[src/rtl/debounce_pkg.sv]
// Shared types and constants for the debounce controller.
// The DEBOUNCE_SYNC_EN macro (see debounce_ctrl) selects the optional synchronizer.
package debounce_pkg;

    // Four-state debounce sequencer: two stable levels, two candidate waits
    typedef enum logic [1:0] {
        STABLE_LO = 2'd0,
        WAIT_HI   = 2'd1,
        STABLE_HI = 2'd2,
        WAIT_LO   = 2'd3
    } state_t;

    // Depth of the optional input synchronizer chain
    localparam int unsigned SYNC_DEPTH = 2;

    // True while a candidate level change is being timed
    function automatic logic is_waiting(input state_t st);
        return (st == WAIT_HI) || (st == WAIT_LO);
    endfunction

    // Level that a given state is currently trying to reach or holding
    function automatic logic target_level(input state_t st);
        return (st == WAIT_HI) || (st == STABLE_HI);
    endfunction

endpackage : debounce_pkg

[src/rtl/settle_timer.sv]
// Settle-interval counter: clear, increment and a terminal flag at SETTLE_CYCLES-1.
// Clear has priority over increment; the count never advances past the terminal value.
module settle_timer
    import debounce_pkg::*;
#(
    parameter int unsigned SETTLE_CYCLES = 500000,
    parameter int unsigned WIDTH         = $clog2(SETTLE_CYCLES)
) (
    input  logic clk,
    input  logic reset,
    input  logic clear,
    input  logic increment,
    output logic terminal
);

    localparam logic [WIDTH-1:0] LAST = WIDTH'(SETTLE_CYCLES - 1);

    logic [WIDTH-1:0] count;

    // Counter register: clear wins, increment only below the terminal value
    always_ff @(posedge clk or posedge reset) begin
        if (reset) begin
            count <= '0;
        end else if (clear) begin
            count <= '0;
        end else if (increment && (count != LAST)) begin
            count <= count + 1'b1;
        end
    end

    // Terminal flag marks the last tick of the settle interval
    always_comb begin
        terminal = (count == LAST);
    end

endmodule : settle_timer

[src/rtl/debounce_ctrl.sv]
// Debounce controller for one raw input: FSM + settle timer, registered level and pulses.
// Optional feature: define DEBOUNCE_SYNC_EN to insert a two-flop synchronizer on noisy.
module debounce_ctrl
    import debounce_pkg::*;
#(
    parameter int unsigned SETTLE_CYCLES = 500000,
    parameter int unsigned WIDTH         = $clog2(SETTLE_CYCLES)
) (
    input  logic clk,
    input  logic reset,
    input  logic noisy,
    input  logic tick,
    output logic debounced,
    output logic rise_pulse,
    output logic fall_pulse,
    output logic settling
);

    state_t state;
    logic   s;
    logic   timer_clear;
    logic   timer_inc;
    logic   terminal;

`ifdef DEBOUNCE_SYNC_EN
    logic [SYNC_DEPTH-1:0] sync_q;

    // Two-flop synchronizer; the FSM samples the last stage
    always_ff @(posedge clk or posedge reset) begin
        if (reset) begin
            sync_q <= '0;
        end else begin
            sync_q <= {sync_q[SYNC_DEPTH-2:0], noisy};
        end
    end

    assign s = sync_q[SYNC_DEPTH-1];
`else
    assign s = noisy;
`endif

    // Timer control: cleared outside WAIT, on abort and on acceptance; advanced on tick
    always_comb begin
        timer_clear = 1'b0;
        timer_inc   = 1'b0;
        if (!is_waiting(state)) begin
            timer_clear = 1'b1;
        end else if (s != target_level(state)) begin
            timer_clear = 1'b1;
        end else if (tick) begin
            if (terminal) begin
                timer_clear = 1'b1;
            end else begin
                timer_inc = 1'b1;
            end
        end
    end

    settle_timer #(
        .SETTLE_CYCLES(SETTLE_CYCLES),
        .WIDTH        (WIDTH)
    ) u_timer (
        .clk      (clk),
        .reset    (reset),
        .clear    (timer_clear),
        .increment(timer_inc),
        .terminal (terminal)
    );

    // Sequencer with registered level, pulse and settling outputs
    always_ff @(posedge clk or posedge reset) begin
        if (reset) begin
            state      <= STABLE_LO;
            debounced  <= 1'b0;
            rise_pulse <= 1'b0;
            fall_pulse <= 1'b0;
            settling   <= 1'b0;
        end else begin
            rise_pulse <= 1'b0;
            fall_pulse <= 1'b0;
            case (state)
                STABLE_LO: begin
                    if (s) begin
                        state    <= WAIT_HI;
                        settling <= 1'b1;
                    end
                end
                WAIT_HI: begin
                    // bounce-back checked first so it also wins on the terminal tick
                    if (!s) begin
                        state    <= STABLE_LO;
                        settling <= 1'b0;
                    end else if (tick && terminal) begin
                        state      <= STABLE_HI;
                        settling   <= 1'b0;
                        debounced  <= 1'b1;
                        rise_pulse <= 1'b1;
                    end
                end
                STABLE_HI: begin
                    if (!s) begin
                        state    <= WAIT_LO;
                        settling <= 1'b1;
                    end
                end
                WAIT_LO: begin
                    if (s) begin
                        state    <= STABLE_HI;
                        settling <= 1'b0;
                    end else if (tick && terminal) begin
                        state      <= STABLE_LO;
                        settling   <= 1'b0;
                        debounced  <= 1'b0;
                        fall_pulse <= 1'b1;
                    end
                end
                default: begin
                    state     <= STABLE_LO;
                    settling  <= 1'b0;
                    debounced <= 1'b0;
                end
            endcase
        end
    end

endmodule : debounce_ctrl

[config.mk]
export PLATFORM = sky130hd
export DESIGN_NAME = debounce_ctrl
export DESIGN_NICKNAME = d
export VERILOG_FILES = /design/src/rtl/debounce_pkg.sv /design/src/rtl/settle_timer.sv /design/src/rtl/debounce_ctrl.sv
export SDC_FILE = /design/constraint.sdc
export NUM_CORES = 1
export LEC_CHECK = 0
export BUFFER_PORTS_ARGS = -buffer_cell sky130_fd_sc_hd__buf_2
export CAP_MARGIN = 10
export CELL_PAD_IN_SITES_DETAIL_PLACEMENT = 1
export CELL_PAD_IN_SITES_GLOBAL_PLACEMENT = 2
export CORE_UTILIZATION = 39
export DETAILED_ROUTE_END_ITERATION = 12
export PLACE_DENSITY = 0.75
export RECOVER_POWER = 100
export SYNTH_ARGS = -nofsm -noshare
export SYNTH_HDL_FRONTEND = slang
export SYNTH_SLANG_ARGS = --single-unit
[constraint.sdc]
create_clock -name clk -period 2.5 [get_ports clk]
set_input_delay 0.5 -clock clk [delete_from_list [all_inputs] [get_ports clk]]
set_output_delay 0.5 -clock clk [all_outputs]
set_load 0.01 [all_outputs]
== Word-level counts from Yosys, hierarchy flattened ==
Cells that the tools add are included.
Word-level totals
  register bits after elaboration: 25
  output and inout bits: 4
Operators by class
  muxes and demuxes: 33
  eq/ne operators: 14
  $add $sub $neg: 1
  reductions and logical operators: 10
Operators with widths (number)
  $mux W19: 2
  $mux W1: 22
  $add A19 B1 Y19 const B: 1
  $eq A19 B19 Y1 const B: 1
  $ne A19 B19 Y1 const B: 1
  $mux W2: 6
  $ne A2 B2 Y1 const B: 4
  $pmux W2 S4: 1
  $ne A3 B2 Y1 const B: 2
  $reduce_and A5 Y1: 1
  $eq A2 B2 Y1 const B: 2
  $ne A2 B1 Y1 const B: 2
  $pmux W1 S4: 1
  $reduce_and A4 Y1: 1
  $reduce_bool A2 Y1: 2
  $eq A2 B1 Y1 const B: 1
  $logic_and A1 B1 Y1: 2
  $logic_not A2 Y1: 1
  $logic_or A1 B1 Y1: 2
  $pmux W1 S2: 1
  $reduce_and A2 Y1: 1
  $ne A1 B1 Y1: 1

== Longest topological paths before layout ==
  word-level depth: 8
  gate-level depth with buffers: 7
  depth with buffers taken out: 7

== Cells and area by module ==
Synthesis repeated with hierarchy kept, for this count alone.
Unflattened totals
  cell total of the unflattened synthesis: 154
  area total of the unflattened synthesis: 1507.7 um^2
By module, submodules not included
  settle_timer: times used 1, sequential area each 475.5 um^2, cells each 114, area each 1086.0 um^2
  debounce_ctrl: times used 1, sequential area each 150.1 um^2, cells each 40, area each 421.7 um^2

== Least setup slack after synthesis ==
Ideal clock, no wire load.
  path kind: register -> register
  from: register state[0]
  to: register u_timer.count[12]
  setup time: 0.122 ns
  buffers on the path: 0
  data required time: 2.378 ns
  arrival: 1.715 ns
  path slack: 0.663 ns
  period minus slack after synthesis: 1.837 ns
  stages on the path, launching flop included: 8
  cell sequence: dfrtp_1 > inv_1 > ha_1 > xor2_4 > o31ai_4 > nor3_1 > xnor2_1 > nor2_1
Between the ends
  word-level cells in the longest chain between the ends: 7
Ends and longest elaborated chain
  start: declaration: RTL line debounce_ctrl.sv:19  | state_t state;
  start signal: assignment: RTL line debounce_ctrl.sv:73  | state <= STABLE_LO;
  start signal: assignment: RTL line debounce_ctrl.sv:84  | state <= WAIT_HI;
  start signal: assignment: RTL line debounce_ctrl.sv:91  | state <= STABLE_LO;
  $eq A2 B1 Y1 or $eq A2 B2 Y1 (tied branches): RTL line debounce_pkg.sv:18, debounce_pkg.sv:23
  $logic_or A1 B1 Y1: RTL line debounce_pkg.sv:23  | return (st == WAIT_HI) || (st == STABLE_HI);
  $ne A1 B1 Y1: RTL line debounce_ctrl.sv:48  | end else if (s != target_level(state)) begin
  $mux W1: RTL line debounce_ctrl.sv:48
  $mux W1: RTL line debounce_ctrl.sv:46  | if (!is_waiting(state)) begin
  $logic_and A1 B1 Y1: RTL line settle_timer.sv:26  | end else if (increment && (count != LAST)) begin
  $reduce_bool A2 Y1 (no source line)
  end signal: assignment: RTL line settle_timer.sv:27  | count <= count + 1'b1;
  end: declaration: RTL line settle_timer.sv:18  | logic [WIDTH-1:0] count;
Several ways; a longest one is shown, not always the timed one.
A chain may end at the register's enable or synchronous reset.

== Worst setup path in the final report ==
  from: register u_timer.count[9]
  to: register u_timer.count[0]
Between the ends
  word-level cells in the longest chain between the ends: 7
Ends and longest elaborated chain
  $eq A19 B19 Y1: RTL line settle_timer.sv:33  | terminal = (count == LAST);
  $mux W1: RTL line debounce_ctrl.sv:51  | if (terminal) begin
  $mux W1: RTL line debounce_ctrl.sv:50  | end else if (tick) begin
  $mux W1: RTL line debounce_ctrl.sv:48
  $mux W1: RTL line debounce_ctrl.sv:46
  $logic_and A1 B1 Y1: RTL line settle_timer.sv:26
  $reduce_bool A2 Y1 (no source line)
Several ways; a longest one is shown, not always the timed one.

==> out/qor.txt <==
CLOCKING
------------------------------------------------------------------------------------
Total number of clock tree sinks                                                  25
Clock H-tree levels                                                                1
Clk Latency, worst-skew pair                                                 0.27 ns
Clk slew on worst S/H paths                                                  0.09 ns
Cts bufs inserted                                                                  3
Cts-stage hold buffer count                                                        0
Post-cts resize count                                                              0
Post-CTS repair timing setup buffer count                                          0
Max clock buf depth                                                                2
Root buffer selected by CTS                                             sky130_fd_sc_hd__clkbuf_8
CTS tree                                                                         yes

PWR
------------------------------------------------------------------------------------
Static leakage                                                              0.604 nW
Total Power Consumption                                                      1.15 mW
Cell area power density                                                  747 nW/um^2
Worst vdd ir                                                                0.595 mV

SYNTHESIS
------------------------------------------------------------------------------------
Number of cells produced by synthesis                                            140
Top cells by area, synth                                                sky130_fd_sc_hd__dfrtp_1 (43%), sky130_fd_sc_hd__xnor2_1 (11%), sky130_fd_sc_hd__nor2_1 (7.3%)
Post-synthesis instance area                                              1440 sq um
Flip-flop and latch count after synthesis                                         25
Per-instance average area after synthesis                                 10.3 sq um
Proportion of netlist area held by the largest area contributor                43.4%
Number of different library cells in the post-synthesis netlist                   35
Count of flip-flops with a built-in enable after synthesis                         0
Proportion of synthesized flip-flops having asynchronous set or reset           100%
Synthesized net count                                                            149
Seq/Total Area, Yosys                                                          43.4%
Top cell type by total area after synthesis                             sky130_fd_sc_hd__dfrtp_1
Primary flip-flop cell chosen by synthesis mapping                      sky130_fd_sc_hd__dfrtp_1
Number of warnings reported in the yosys synthesis log                             0

ROUTE
------------------------------------------------------------------------------------
First-iteration detailed-routing DRC count                                        14
Vias per cell                                                                   5.23
Routed vias                                                                     1019
Total iterations of the first detailed-routing run                                 4
Sum of routed wire length over all layers                                    2.91 mm
Post-detailed-route DRC marker count                                               0
Wirelength per Cell                                                     14.9 microns
Remaining number of nets flagged by the antenna check after routing                0

OUTCOME
------------------------------------------------------------------------------------
Result of the run                                                       finished, final reports clean

LAYOUT
------------------------------------------------------------------------------------
Number of nets in the finished design                                            159
Area growth syn-to-layout                                                      6.78%
Fraction of final layout cells sized beyond drive strength 1                   11.4%
Number of fill cells in the layout                                               412
Antenna diode count                                                                0

PLACE
------------------------------------------------------------------------------------
HPWL after DPL                                                               2.12 mm
Buffers added on ports                                                             7
Routability cong.                                                              0.709

TIMING
------------------------------------------------------------------------------------
Final hold slack                                                            0.511 ns
Setup repair after global routing missed its margin                               no
Max Clock Skew                                                            0.00433 ns
Worst Max-Slew Pin Slew                                                      1.38 ns
Worst slew margin                                                              8.28%
Final setup vio count                                                              0
Sum of negative setup slack                                                     0 ns
Final clock period utilization by the worst path                               84.5%
Final critical path time including I/O delays and setup                      2.11 ns
Number of hold violations in the final report                                      0
Max-slew violation count                                                           0
Max frequency                                                                473 MHz

SETUP PATH
------------------------------------------------------------------------------------
Critical Path Sink Type                                                     register
Maximum fanout along the worst path                                               18
Data arrival, critical path                                                  2.25 ns
Classification of the worst setup path                                  register to register
Required time of the critical path                                           2.63 ns
CP cell instances                                                       nor4b_1, and3_1, nand4_1, nand2_1, nor2_1
Critical path startpoint category                                           register
Slowest-stage cell, CP                                                  sky130_fd_sc_hd__nand2_1
Longest individual stage delay on the worst path                             0.58 ns

GLOBAL ROUTING
------------------------------------------------------------------------------------
Pin count of the biggest net entering global routing                              26
Initial antenna violation count                                                    0
Total global-route track usage                                                 16.6%
Number of global-route vias before repair                                       1090
Global route overflow                                                              0
Global-route wire length before repair                                       5.13 mm

FLOORPLAN
------------------------------------------------------------------------------------
Initial standard-cell utilization of the core                                  41.8%
I/O pin total                                                                      8
Die height                                                              62.8 microns
Die width                                                               62.8 microns
Die Footprint                                                             3940 sq um
Floorplan Core Area                                                       3440 sq um
Standard-cell rows                                                                21

HOLD PATH
------------------------------------------------------------------------------------
Min-Delay Path Class                                                    register to register

JOB
------------------------------------------------------------------------------------
Max-cap violation count                                                            0

sequential cells by signal (all words and copies together), names as in the netlist, named ones only:
name and flops:
state 1, u_timer.count 19, rise_pulse 1, fall_pulse 1, settling 1, debounced 1
through the flow:
step                      utilization (%)  area (sq um)  cells  setup slack (ns)
after floorplan                         -          1440    140             0.663
after global placement               43.9          1510    191             0.509
after detailed placement             43.9          1510    191             0.396
after CTS                            45.2          1560    195             0.388
after global routing                 44.7          1540    195             0.171
final                                44.7          1540    195             0.387
path summary, 6_finish.rpt:
| check | startpoint | slack, ns | to | cells after the start |
|---|---|---|---|---|
| max | u_timer.count[9] | 0.39 | u_timer.count[0] | 5 |
| min | settling | 0.51 | settling | 1 |
| max reg2reg | u_timer.count[9] | 0.39 | u_timer.count[0] | 5 |
| min reg2reg | settling | 0.51 | settling | 1 |
| max in group asynchronous | reset | 1.03 | u_timer.count[10] | 3 |
| min in group asynchronous | reset | 0.67 | settling | 3 |
synthesized netlist by cell type (2+ instances only):
| master | number |
|---|---|
| sky130_fd_sc_hd__nand2_1 | 8 |
| sky130_fd_sc_hd__xnor2_1 | 18 |
| sky130_fd_sc_hd__nor4_4 | 2 |
| sky130_fd_sc_hd__mux2i_1 | 2 |
| sky130_fd_sc_hd__nor4_2 | 2 |
| sky130_fd_sc_hd__dfrtp_1 | 25 |
| sky130_fd_sc_hd__nor3_1 | 10 |
| sky130_fd_sc_hd__and4_1 | 2 |
| sky130_fd_sc_hd__nand4_1 | 2 |
| sky130_fd_sc_hd__and3_1 | 2 |
| sky130_fd_sc_hd__nor2_1 | 28 |
| sky130_fd_sc_hd__inv_1 | 8 |
| sky130_fd_sc_hd__nand3_1 | 5 |
| sky130_fd_sc_hd__ha_1 | 5 |
cell usage in the layout (no fill, tap or decap), types with 3 or more instances in the layout:
cell                       instances
sky130_fd_sc_hd__nand2_1           9
sky130_fd_sc_hd__dfrtp_1          25
sky130_fd_sc_hd__ha_1              5
sky130_fd_sc_hd__xnor2_1          18
sky130_fd_sc_hd__nand3_1           5
sky130_fd_sc_hd__inv_1             8
sky130_fd_sc_hd__nor3_1           10
sky130_fd_sc_hd__nand4_1           3
sky130_fd_sc_hd__nor2_1           28
sky130_fd_sc_hd__clkbuf_1          6
sky130_fd_sc_hd__clkbuf_8          3
sky130_fd_sc_hd__buf_2             3
report_power, final:
part | switching [mW] | internal (mW)
sequential | 0.0310 | 0.438
clock | 0.136 | 0.114
combinational | 0.292 | 0.137
area by class of cell:
cell class                 instances  area (sq um)  share of cell area (%)
inverter                           8          30.0                    1.95
sequential                        25           626                    40.7
clock buffer                       4          45.0                    2.93
timing repair buffer               8          33.8                    2.20
tap                               46          57.6                    3.74
multi-input combinational        104           746                    48.5
cells by family (layout without fill, tap and decap cells):
kind of cell	Yosys count	count (layout)	synth area share, %
adder cells (fa/ha/maj)	5	5	4.34
AO/OA/AOI/OAI	9	9	6.86
XOR/XNOR	19	19	12.9
flip-flops	25	25	43.4
multiplexers	3	3	2.17
AND/OR/NAND/NOR	68	68	26.2
buffers and inverters	11	20	4.17
routing by layer:
metal / track usage [%] / vias up / part of all wire (%)
li1: - / 488 / -
met5: 0 / - / 0
met4: 5.23 / 0 / 1.2
met1: 20.1 / 521 / 45
met3: 2.19 / 4 / 1.5
met2: 30.2 / 6 / 52
critical path, delay by kind of cell (launching register included):
family,cells,cell delay [ns]
DFF,1,0.43
and+or+nand+nor,5,1.53
Power figures use the tool's default switching activity.
